==> config.mk <==
export PLATFORM = sky130hd
export DESIGN_NAME = phase_accumulator
export DESIGN_NICKNAME = d
export VERILOG_FILES = /design/src/rtl/phase_accumulator.sv
export SDC_FILE = /design/constraint.sdc
export NUM_CORES = 1
export LEC_CHECK = 0
export BUFFER_PORTS_ARGS = -buffer_cell sky130_fd_sc_hd__buf_2
export CORE_AREA = 8 8 130 156
export DETAILED_ROUTE_END_ITERATION = 7
export DIE_AREA = 0 0 138 164
export MAX_ROUTING_LAYER = met4
export PLACE_DENSITY_LB_ADDON = 0.25
export SYNTH_ARGS = -nofsm -noshare
export SYNTH_HDL_FRONTEND = slang
export SYNTH_SLANG_ARGS = --single-unit
==> constraint.sdc <==
create_clock -name clk -period 3.4 [get_ports clk]
set_clock_uncertainty 0.2 [all_clocks]
set_input_delay 0 -clock clk [delete_from_list [all_inputs] [get_ports clk]]
set_output_delay 0 -clock clk [all_outputs]
set_load 0.02 [all_outputs]
==> src/rtl/phase_accumulator.sv <==
// DDS numerically controlled oscillator: 32-bit phase accumulator with offset,
// period-aligned retuning through a shadow register, burst mode and sync pulses.
module phase_accumulator #(
  parameter int ACC_WIDTH   = 32,
  parameter int PHASE_WIDTH = 8
) (
  input  logic                   clk,
  input  logic                   rst,
  input  logic                   start,
  input  logic                   stop,
  input  logic                   cfg_valid,
  output logic                   cfg_ready,
  input  logic [ACC_WIDTH-1:0]   cfg_ftw,
  input  logic [PHASE_WIDTH-1:0] cfg_offset,
  input  logic [15:0]            cfg_burst,
  output logic [PHASE_WIDTH-1:0] phase,
  output logic                   phase_valid,
  output logic                   sync,
  output logic                   done,
  output logic                   busy
);

  // Config handshake: a word moves when cfg_valid && cfg_ready at a rising edge;
  // cfg_valid is not required to hold after that edge. busy mirrors the FSM state.
  typedef enum logic {IDLE = 1'b0, RUN = 1'b1} state_e;

  state_e                 state_q, state_d;
  logic [ACC_WIDTH-1:0]   acc_q, acc_d;
  logic [ACC_WIDTH-1:0]   ftw_q, ftw_d, sh_ftw_q, sh_ftw_d;
  logic [PHASE_WIDTH-1:0] offset_q, offset_d, sh_offset_q, sh_offset_d;
  logic [15:0]            burst_q, burst_d, sh_burst_q, sh_burst_d;
  logic [15:0]            count_q, count_d;
  logic                   pend_q, pend_d;
  logic                   new_period_q, new_period_d;
  logic [PHASE_WIDTH-1:0] phase_q, phase_d;
  logic                   valid_q, valid_d;
  logic                   sync_q, sync_d;
  logic                   done_q, done_d;

  logic [ACC_WIDTH:0] sum;
  logic               carry;
  logic               cfg_xfer;
  logic               burst_end;
  logic               exit_run;

  assign sum       = {1'b0, acc_q} + {1'b0, ftw_q};
  assign carry     = sum[ACC_WIDTH];
  assign cfg_xfer  = cfg_valid && cfg_ready;
  assign burst_end = (burst_q != 16'd0) && carry && ((count_q + 16'd1) == burst_q);

  always_comb begin
    state_d      = state_q;
    acc_d        = acc_q;
    ftw_d        = ftw_q;
    offset_d     = offset_q;
    burst_d      = burst_q;
    sh_ftw_d     = sh_ftw_q;
    sh_offset_d  = sh_offset_q;
    sh_burst_d   = sh_burst_q;
    count_d      = count_q;
    pend_d       = pend_q;
    new_period_d = new_period_q;
    phase_d      = phase_q;
    valid_d      = valid_q;
    sync_d       = sync_q;
    done_d       = done_q;
    exit_run     = 1'b0;

    case (state_q)
      IDLE: begin
        valid_d = 1'b0;
        sync_d  = 1'b0;
        done_d  = 1'b0;
        if (cfg_xfer) begin
          ftw_d    = cfg_ftw;
          offset_d = cfg_offset;
          burst_d  = cfg_burst;
        end
        if (start) begin
          state_d      = RUN;
          acc_d        = '0;
          count_d      = 16'd0;
          new_period_d = 1'b1;
        end
      end
      RUN: begin
        if (stop) begin
          valid_d  = 1'b0;
          sync_d   = 1'b0;
          done_d   = 1'b0;
          state_d  = IDLE;
          exit_run = 1'b1;
        end else begin
          phase_d      = acc_q[ACC_WIDTH-1 -: PHASE_WIDTH] + offset_q;
          valid_d      = 1'b1;
          sync_d       = new_period_q;
          acc_d        = sum[ACC_WIDTH-1:0];
          new_period_d = carry;
          done_d       = burst_end;
          if (carry) count_d = count_q + 16'd1;
          if (burst_end) begin
            state_d  = IDLE;
            acc_d    = '0;
            exit_run = 1'b1;
          end
        end

        // Leaving RUN must leave nothing pending, so IDLE always accepts config.
        if (exit_run) begin
          if (cfg_xfer) begin
            ftw_d    = cfg_ftw;
            offset_d = cfg_offset;
            burst_d  = cfg_burst;
          end else if (pend_q) begin
            ftw_d    = sh_ftw_q;
            offset_d = sh_offset_q;
            burst_d  = sh_burst_q;
          end
          pend_d = 1'b0;
        end else if (pend_q && carry) begin
          ftw_d    = sh_ftw_q;
          offset_d = sh_offset_q;
          burst_d  = sh_burst_q;
          pend_d   = 1'b0;
        end else if (cfg_xfer) begin
          sh_ftw_d    = cfg_ftw;
          sh_offset_d = cfg_offset;
          sh_burst_d  = cfg_burst;
          pend_d      = 1'b1;
        end
      end
      default: state_d = IDLE;
    endcase
  end

  always_ff @(posedge clk) begin
    if (rst) begin
      state_q      <= IDLE;
      acc_q        <= '0;
      ftw_q        <= '0;
      offset_q     <= '0;
      burst_q      <= 16'd0;
      sh_ftw_q     <= '0;
      sh_offset_q  <= '0;
      sh_burst_q   <= 16'd0;
      count_q      <= 16'd0;
      pend_q       <= 1'b0;
      new_period_q <= 1'b0;
      phase_q      <= '0;
      valid_q      <= 1'b0;
      sync_q       <= 1'b0;
      done_q       <= 1'b0;
    end else begin
      state_q      <= state_d;
      acc_q        <= acc_d;
      ftw_q        <= ftw_d;
      offset_q     <= offset_d;
      burst_q      <= burst_d;
      sh_ftw_q     <= sh_ftw_d;
      sh_offset_q  <= sh_offset_d;
      sh_burst_q   <= sh_burst_d;
      count_q      <= count_d;
      pend_q       <= pend_d;
      new_period_q <= new_period_d;
      phase_q      <= phase_d;
      valid_q      <= valid_d;
      sync_q       <= sync_d;
      done_q       <= done_d;
    end
  end

  assign cfg_ready   = !pend_q;
  assign phase       = phase_q;
  assign phase_valid = valid_q;
  assign sync        = sync_q;
  assign done        = done_q;
  assign busy        = (state_q == RUN);

endmodule

==> results of run 1 <==
repair_timing:
action,4_1_cts,5_1_grt
endpoints found under the setup margin,38,144
pin swaps,1,14
hold buffers,59,0
endpoints found under the hold margin,153,0
gates resized for setup,1,35
setup buffers,1,5
cloned,0,3
stage by stage:
| stage | cell area (um^2) | setup slack (ns) | total power [mW] | TNS, ns | hold WS (ns) |
|---|---|---|---|---|---|
| floorplan | 9537 | 0.2264 | 2.819 | 0 | -0.05284 |
| global placement | 10190 | 0.1087 | 3.014 | 0 | 0.04726 |
| detailed placement | 10190 | -0.05133 | 3.029 | -0.7886 | 0.05444 |
| CTS | 11350 | 0.007551 | 4.943 | 0 | 0.1271 |
| global route | 11600 | -0.03502 | 5.159 | -0.4738 | 0.1616 |
| finish | 11610 | 0.1001 | 4.972 | 0 | 0.1415 |
metal layers:
metal,up-vias,part of all wire,global-route usage
li1,4077,-,-
met1,3958,0.43,0.2343
met2,171,0.51,0.3782
met3,54,0.031,0.03702
met4,0,0.031,0.09253
met5,-,0,-
synth_stat cells, types with 4 or more instances:
cell type	n	area (um^2)
dfxtp_1	174	3483
nor2_1	116	435.4
mux2i_1	115	1151
a21oi_1	113	565.5
nand2_1	50	187.7
a211oi_2	41	513.0
clkbuf_1	41	153.9
ha_1	40	500.5
o21ai_0	34	170.2
xnor2_1	28	245.2
a211oi_1	23	172.7
a22oi_1	23	172.7
xor2_1	23	201.4
a21o_1	17	127.6
nand3_1	17	85.08
inv_1	16	60.06
or3_1	14	87.58
buf_2	13	65.06
a31oi_1	9	56.30
buf_6	9	101.4
nand2b_1	9	56.30
nand4_1	9	56.30
buf_4	8	60.06
nand3b_1	8	60.06
nor4_1	8	50.05
and2_1	7	43.79
o211ai_1	7	52.55
and3_1	6	37.54
nor3_1	5	25.02
nor2b_1	4	25.02
o21bai_1	4	30.03
o31ai_1	4	30.03
layout make-up:
class | instances | area share
repair buffers | 185 | 0.1298
clock inverters | 9 | 0.007546
well taps | 224 | 0.02415
clock buffers | 20 | 0.04021
flip-flops and latches | 174 | 0.3006
multi-input cells | 781 | 0.4920
inverters | 17 | 0.005497
diodes | 1 | 0.0002156
worst paths after layout:
path / start / slack (ns) / end / depth (start not counted)
worst max-delay path: ftw_q[0] / 0.10 / sh_ftw_q[4] / 15
worst min-delay path: cfg_valid / 0.14 / offset_q[7] / 6
worst max register to register: ftw_q[0] / 0.10 / sh_ftw_q[4] / 15
worst min register to register: new_period_q / 0.26 / new_period_q / 2
cell usage in the layout (no fill, tap or decap), types with 4 or more instances in the layout:
cell type / instances
nor3_1: 5
nand2_1: 50
o21bai_1: 4
a31oi_1: 9
clkbuf_16: 20
a211oi_1: 20
and2_1: 6
buf_4: 39
xor2_1: 23
mux2i_1: 109
nand3b_1: 8
buf_12: 6
buf_2: 72
nand4_1: 9
nor2_1: 114
a21oi_1: 112
a211oi_2: 43
o21ai_0: 34
ha_1: 39
a22oi_1: 23
or3_1: 14
xnor2_1: 28
o211ai_1: 7
inv_1: 15
nand2b_1: 8
dlygate4sd3_1: 59
a21o_1: 17
nor2b_1: 4
nor4_1: 7
clkinvlp_4: 4
mux2i_2: 6
buf_6: 6
nand3_1: 17
dfxtp_1: 169
and3_1: 6
dfxtp_2: 5
report_power, final:
group	switching [mW]	internal [mW]
clock network	0.818	1.05
logic	0.468	0.411
registers	0.0863	2.13
total	1.37	3.60
registers in the layout, summed over array words and instances, names as in the netlist, 8 cells and up:
register	cells
acc_q	32
burst_q	16
count_q	16
ftw_q	32
offset_q	8
phase	8
sh_burst_q	16
sh_ftw_q	32
sh_offset_q	8
worst max-delay path: stages (launching register included):
cell and delay (ns):
dfxtp_2 0.35, ha_4 0.15, inv_2 0.04, fa_2 0.35, nand2b_4 0.15, a21o_1 0.18
a211o_1 0.33, a21oi_2 0.21, nor2_4 0.07, o21ai_2 0.23, buf_4 0.21, a211oi_4 0.07
buf_12 0.17, buf_12 0.16, mux2i_1 0.18, nor2_1 0.06
logic make-up (layout without fill, tap and decap cells):
| kind of cell | after synthesis | after routing |
|---|---|---|
| AOI/OAI and AO/OA | 302 | 302 |
| DFF | 174 | 174 |
| other | 0 | 1 |
| xor gates and xnor gates | 51 | 51 |
| muxes | 115 | 115 |
| adders and majority gates | 42 | 42 |
| buffers and inverters | 89 | 231 |
| and+or+nand+nor | 271 | 271 |
==> reports/results.txt, run 1 <==
Synth warnings -> 0
Data required time of the critical path -> 3.49 ns
Max H-tree Level -> 4
FF+latch count, synth -> 174
Die X -> 138 um
Clk slew on worst S/H paths -> 0.06 ns
Adder-Cell Fraction of Synth Area -> 0.05668
Non-Filler Instances -> 1411
Clock Latency Late Sink -> 0.43 ns
Asr flop ratio synth -> 0
Mapped Cells -> 1044
Die Area -> 0.02263 mm^2
Yosys cell types -> 64
Core area -> 0.01784 mm^2
First-pass GRT wire length -> 39650 um
Unrepaired setup endpoints after global routing -> yes
Final ANT Viol Nets -> 0
Nature of the critical path endpoint -> flop
Number of top-level pins -> 74
P&R area growth vs syn -> 21.71%
Fin. max-slew vios -> 0
Nets -> 1279
Largest net degree at the start of global routing -> 102
Fmax -> 0.3030 GHz
Worst vdd ir -> 392.6 uV
Type of the worst min-delay path -> input port to flop
Synthesized cell area -> 0.009537 mm^2
Syn_nets -> 1147
Vias in the first global route -> 8226
CTS max path bufs -> 2
Ys flop type -> dfxtp_1
Complex-gate fraction of the synthesized area -> 0.2246
Vias -> 8260
Share of cells above drive strength 1 -> 0.2007
DRT Pass-1 Iters -> 5
DR WL/cell -> 17.30 um
Critical path peak fanout -> 24
Sequential Area -> 0.003490 mm^2
Initial antenna violation count -> 0
Grt ovf -> 0
Final Hold Fails -> 0
Dpl cells -> 1313
Initial Util -> 0.5347
Post-synth EDFFs -> 0
Post-route minimum period -> 3.300 ns
CTS tree -> done
Critical Path AT -> 3.39 ns
Crit Path Category -> flop to flop
Status -> completed
Die Ht -> 164 um
Post-Synth Simple-Gate Area -> 0.1385
Row cnt -> 54
Max Cap Viol -> 0
Rel. slew slack -> 0.4607
Period utilization -> 0.9706
Fill count -> 1471
Largest family of logic cells by synthesized area -> compound AO/OA/AOI/OAI gates
Tightest Pin Transition -> 0.8090 ns
Post-synthesis mux area share -> 0.1207
Gr usage total -> 0.2143
Syn_area_per_cell -> 9.135 um^2
WL final -> 24410 um
Leakage power -> 4.590 nW
Setup Viol. Count Final -> 0
Post-Synth XOR/XNOR Area -> 0.04684
DRC -> 0
CTS root buf -> clkbuf_16
Final RePlAce weighted congestion -> 0.8962
Multi-input logic area -> 0.005710 mm^2
Crit start category -> flop
Initial DRC Count -> 524
Clk sinks -> 174
Total CTS buffers -> 17
Seq/Total Area, Yosys -> 0.3653
Port bufs -> 73
Final core utilization -> 0.6507
HPWL after DPL -> 16110 um
Pwr dens -> 428.4 mW/mm^2
Mean number of vias per cell -> 5.854
Note: power is estimated with default switching activity, not from simulation.
==> run 2, diff against run 1 <==
--- a/config.mk
+++ b/config.mk
@@ -6,11 +6,13 @@
 export NUM_CORES = 1
 export LEC_CHECK = 0
 export BUFFER_PORTS_ARGS = -buffer_cell sky130_fd_sc_hd__buf_2
-export CORE_AREA = 8 8 130 156
+export CORE_AREA = 2 2 124 150
 export DETAILED_ROUTE_END_ITERATION = 7
-export DIE_AREA = 0 0 138 164
+export DIE_AREA = 0 0 126 152
 export MAX_ROUTING_LAYER = met4
 export PLACE_DENSITY_LB_ADDON = 0.25
+export REMOVE_ABC_BUFFERS = 1
+export SKIP_CTS_REPAIR_TIMING = 1
 export SYNTH_ARGS = -nofsm -noshare
 export SYNTH_HDL_FRONTEND = slang
 export SYNTH_SLANG_ARGS = --single-unit
==> run 2 against run 1 <==
Compared with the run above:
- the flow now finishes with violations (negative setup slack)
- via count increased by 0.53%
- clock-buffer cell count increased by 2
- wire length up 0.93%
- maximum frequency decreased by 3.4%
- critical endpoint is now ftw_q[30]
- highest routed layer unchanged
==> reports/results.txt, run 2 (same netlist as run 1, synthesis figures left out) <==
Fill count -> 1494
Initial antenna violation count -> 0
Initial Util -> 0.5347
Failing checks -> negative setup slack
Gr usage total -> 0.2361
Unrepaired setup endpoints after global routing -> yes
WL final -> 24630 um
Register-to-Register Path Depth -> 14
P&R area growth vs syn -> 21.94%
Min-Delay Path Depth -> 6
Worst vdd ir -> 355.2 uV
Most common cell after layout, fill and taps aside -> dfxtp_1
DR WL/cell -> 17.45 um
Vias -> 8304
Nets -> 1279
Port bufs -> 73
Vias in the first global route -> 7743
Row cnt -> 54
Nature of the critical path endpoint -> flop
Clock Latency Late Sink -> 0.43 ns
Period utilization -> 1.005
Max H-tree Level -> 4
Critical path peak fanout -> 14
Total CTS buffers -> 17
Crit start category -> flop
Biggest regs -> acc_q (32), ftw_q (32), sh_ftw_q (32)
Largest net degree at the start of global routing -> 114
WHS -> 0.1312 ns
Die Area -> 0.01915 mm^2
Data required time of the critical path -> 3.47 ns
CTS tree -> done
Critical Path AT -> 3.49 ns
Pwr dens -> 421.9 mW/mm^2
Power Total -> 4.906 mW
Most frequent cells in the layout -> dfxtp_1 (171), nor2_1 (114), a21oi_1 (112)
Fmax -> 0.2928 GHz
Final core utilization -> 0.6519
CTS root buf -> clkbuf_16
HPWL after DPL -> 14760 um
Fin. max-slew vios -> 0
Status -> finished with violations
DRC -> 0
Clk slew on worst S/H paths -> 0.07 ns
Grt ovf -> 0
Post-route minimum period -> 3.415 ns
Leakage power -> 4.602 nW
Final RePlAce weighted congestion -> 0.9193
Die X -> 126 um
First-pass GRT wire length -> 36820 um
Type of the worst min-delay path -> input port to flop
Setup Viol. Count Final -> 1
Worst setup margin -> -0.01536 ns
DRT Pass-1 Iters -> 5
Max Cap Viol -> 0
CTS max path bufs -> 2
Final ANT Viol Nets -> 0
Share of cells above drive strength 1 -> 0.1961
Mean number of vias per cell -> 5.881
Sequential Area -> 0.003487 mm^2
Die Ht -> 152 um
Number of top-level pins -> 74
N_diodes -> 0
Dpl cells -> 1308
Crit Path Category -> flop to flop
Tightest Pin Transition -> 0.9316 ns
TNS Setup -> -0.01536 ns
Core area -> 0.01784 mm^2
Clk sinks -> 174
Final Hold Fails -> 0
Non-Filler Instances -> 1412
Rel. slew slack -> 0.3790
Multi-input logic area -> 0.005710 mm^2
Initial DRC Count -> 617
## run 2: per-layer routing
metal	vias to the layer above	routed length, um	track usage
met1	3946	10360	0.2792
met4	0	566	0.06855
met2	243	12620	0.4114
li1	4080	-	-
met3	35	1091	0.03908
met5	-	0	-
## run 2: final timing paths
kind | endpoint | slack, ns | start
setup / recovery | ftw_q[30] | -0.02 | ftw_q[0]
hold reg to reg | phase[3] | 0.24 | phase[3]
setup reg to reg | ftw_q[30] | -0.02 | ftw_q[0]
hold / removal | ftw_q[6] | 0.13 | cfg_valid
## run 2: critical path, cell delays in order, from the launching register on
cell	delay (ns)
dfxtp_2	0.35
ha_4	0.14
inv_2	0.04
fa_2	0.35
nand2b_4	0.16
a21o_1	0.22
a211o_1	0.34
a21oi_2	0.22
nor2_4	0.06
o211ai_1	0.32
nand3b_1	0.14
buf_6	0.18
clkbuf_16	0.22
mux2i_1	0.21
a211oi_2	0.09
## run 2: layout make-up
| cell class | instances | area share |
|---|---|---|
| multi-input combinational | 781 | 0.4911 |
| sequential | 174 | 0.2999 |
| timing repair buffer | 185 | 0.1341 |
| clock buffer | 22 | 0.03992 |
| tap | 224 | 0.02410 |
| clock inverter | 9 | 0.005487 |
| inverter | 17 | 0.005487 |
## run 2: through the flow
| stage | instance area, um^2 | worst slack, ns |
|---|---|---|
| 4_1_cts | 10720 | -0.1596 |
| 5_1_grt | 11630 | -0.1557 |
| 6_report | 11630 | -0.01536 |
| 2_1_floorplan | 9149 | -4.324 |
| 3_5_place_dp | 10190 | -0.04947 |
| 3_3_place_gp | 10190 | 0.03547 |
## run 2: power breakdown
group          internal [mW]  switching, mW  total, mW
sequential              2.13         0.0815       2.22
clock                  0.970          0.821       1.79
combinational          0.417          0.482      0.899
==> run 3, diff against run 2 <==
--- a/config.mk
+++ b/config.mk
@@ -5,10 +5,11 @@
 export SDC_FILE = /design/constraint.sdc
 export NUM_CORES = 1
 export LEC_CHECK = 0
-export BUFFER_PORTS_ARGS = -buffer_cell sky130_fd_sc_hd__buf_2
-export CORE_AREA = 2 2 124 150
+export ABC_CLOCK_PERIOD_IN_PS = 3400
+export CORE_AREA = 2 2 121 146
 export DETAILED_ROUTE_END_ITERATION = 7
-export DIE_AREA = 0 0 126 152
+export DIE_AREA = 0 0 123 148
+export DONT_BUFFER_PORTS = 1
 export MAX_ROUTING_LAYER = met4
 export PLACE_DENSITY_LB_ADDON = 0.25
 export REMOVE_ABC_BUFFERS = 1
==> run 3 against run 2 <==
Compared with the run above:
- the flow finishes with violations (negative hold slack, negative setup slack)
- final cell count is 8.7% lower
- critical path type unchanged
- die area is 4.9% lower
- first-iteration DRC count is 5.3% higher
==> reports/results.txt, run 3 (same netlist as run 1, synthesis figures left out) <==
Die Area -> 0.01820 mm^2
Worst vdd ir -> 338.6 uV
Largest net degree at the start of global routing -> 180
Sequential Area -> 0.003488 mm^2
Clk slew on worst S/H paths -> 0.06 ns
Cell family with most CP delay -> compound AO/OA/AOI/OAI gates
CP dominant cell by count -> buf_6
Rel. slew slack -> 0.4732
Die X -> 123 um
Critical path peak fanout -> 7
WHS -> -0.5361 ns
Max H-tree Level -> 4
HPWL after DPL -> 14360 um
CTS root buf -> clkbuf_16
Final RePlAce weighted congestion -> 0.9164
Clock Latency Late Sink -> 0.43 ns
Crit path buf inv count -> 3
Fmax -> 0.2893 GHz
Power Total -> 4.859 mW
Die Ht -> 148 um
P&R area growth vs syn -> 13.78%
Unrepaired setup endpoints after global routing -> yes
Critical-path cell list -> ha_4 > inv_2 > fa_2 > nand2b_4 > a21o_1 > a211o_1 > a21oi_2 > nor2_4 > o211ai_1 > nand3b_1 > buf_6 > buf_6 > mux2i_1 > a211oi_1
Initial DRC Count -> 650
Number of top-level pins -> 74
Critical Path AT -> 3.61 ns
Row cnt -> 52
Mean number of vias per cell -> 6.111
Initial Util -> 0.5681
Status -> finished with violations
DRT Pass-1 Iters -> 5
Vias in the first global route -> 7542
Final core utilization -> 0.6464
Pwr dens -> 447.8 mW/mm^2
Data required time of the critical path -> 3.55 ns
Worst setup margin -> -0.05667 ns
Final ANT Viol Nets -> 0
Fill count -> 1380
Biggest regs -> acc_q (32), ftw_q (32), sh_ftw_q (32)
Gr usage total -> 0.2491
Most common cell after layout, fill and taps aside -> dfxtp_1
Crit Path Category -> flop to flop
Share of cells above drive strength 1 -> 0.1566
Port bufs -> 0
CTS max path bufs -> 2
Max Cap Viol -> 0
Worst R2R Start -> ftw_q[0]
TNS Setup -> -0.9672 ns
N_diodes -> 0
Final Instance Area -> 0.01085 mm^2
Vias -> 7877
DRC -> 0
Period utilization -> 1.017
Fin. max-slew vios -> 0
Multi-input logic area -> 0.005697 mm^2
Final Hold Fails -> 162
WL final -> 23180 um
Slowest library cell on the worst path -> dfxtp_2
First-pass GRT wire length -> 35690 um
Reg2Reg Setup Slack -> -0.06 ns
Post-route minimum period -> 3.457 ns
Worst setup path startpoint -> ftw_q[0]
DR WL/cell -> 17.98 um
Post-Place Cell Area -> 0.009841 mm^2
Most frequent cells in the layout -> dfxtp_1 (170), nor2_1 (114), a21oi_1 (111)
Crit start category -> flop
Nature of the critical path endpoint -> flop
Clk sinks -> 174
Total CTS buffers -> 17
Grt ovf -> 0
Type of the worst min-delay path -> input port to flop
CTS tree -> done
Hold Startpoint -> rst
Tightest Pin Transition -> 0.7894 ns
Setup Viol. Count Final -> 33
Initial antenna violation count -> 0
Crit path largest cell delay -> 0.35 ns
Nets -> 1164
Failing checks -> negative hold slack, negative setup slack
Leakage power -> 4.151 nW
Core area -> 0.01679 mm^2
==> run 3: power breakdown <==
| group | internal [mW] | switching, mW | leakage, nW |
|---|---|---|---|
| clock network | 1.06 | 0.814 | 0.271 |
| logic | 0.360 | 0.412 | 2.46 |
| registers | 2.13 | 0.0790 | 1.42 |
==> run 3: final timing paths <==
path,end,cells after the start
worst min register to register,new_period_q,2
worst max register to register,ftw_q[8],14
worst min-delay path,sh_ftw_q[13],1
worst max-delay path,ftw_q[8],14
==> run 3: layer usage <==
layer  track usage  part of all wire
met2        0.4116              0.49
met5             -                 0
met3       0.04552             0.048
met1        0.3063              0.44
met4       0.08011             0.026
==> run 3: layout make-up <==
type | count | area share
repair buffers | 70 | 0.07103
clock buffers | 21 | 0.04336
well taps | 216 | 0.02491
clock inverters | 10 | 0.008303
multi-input cells | 781 | 0.5250
inverters | 17 | 0.005881
flip-flops and latches | 174 | 0.3215
==> run 3: worst reg2reg max path, cell delays in order (launching register included) <==
cell and delay, ns:
dfxtp_2 0.35, ha_4 0.15, inv_2 0.04, fa_2 0.34, nand2b_4 0.17, a21o_1 0.20, a211o_1 0.34, a21oi_2 0.22
nor2_4 0.05, o211ai_1 0.31, nand3b_1 0.25, buf_6 0.24, buf_6 0.17, mux2i_1 0.12, a211oi_1 0.22
==> run 3: through the flow <==
| step | worst slack, ns | std cells |
|---|---|---|
| global placement | 0.09707 | 1231 |
| detailed placement | 0.01168 | 1231 |
| global route | -0.2247 | 1289 |
| CTS | -0.05022 | 1262 |
| finish | -0.05667 | 1289 |
| floorplan | -4.324 | 972 |
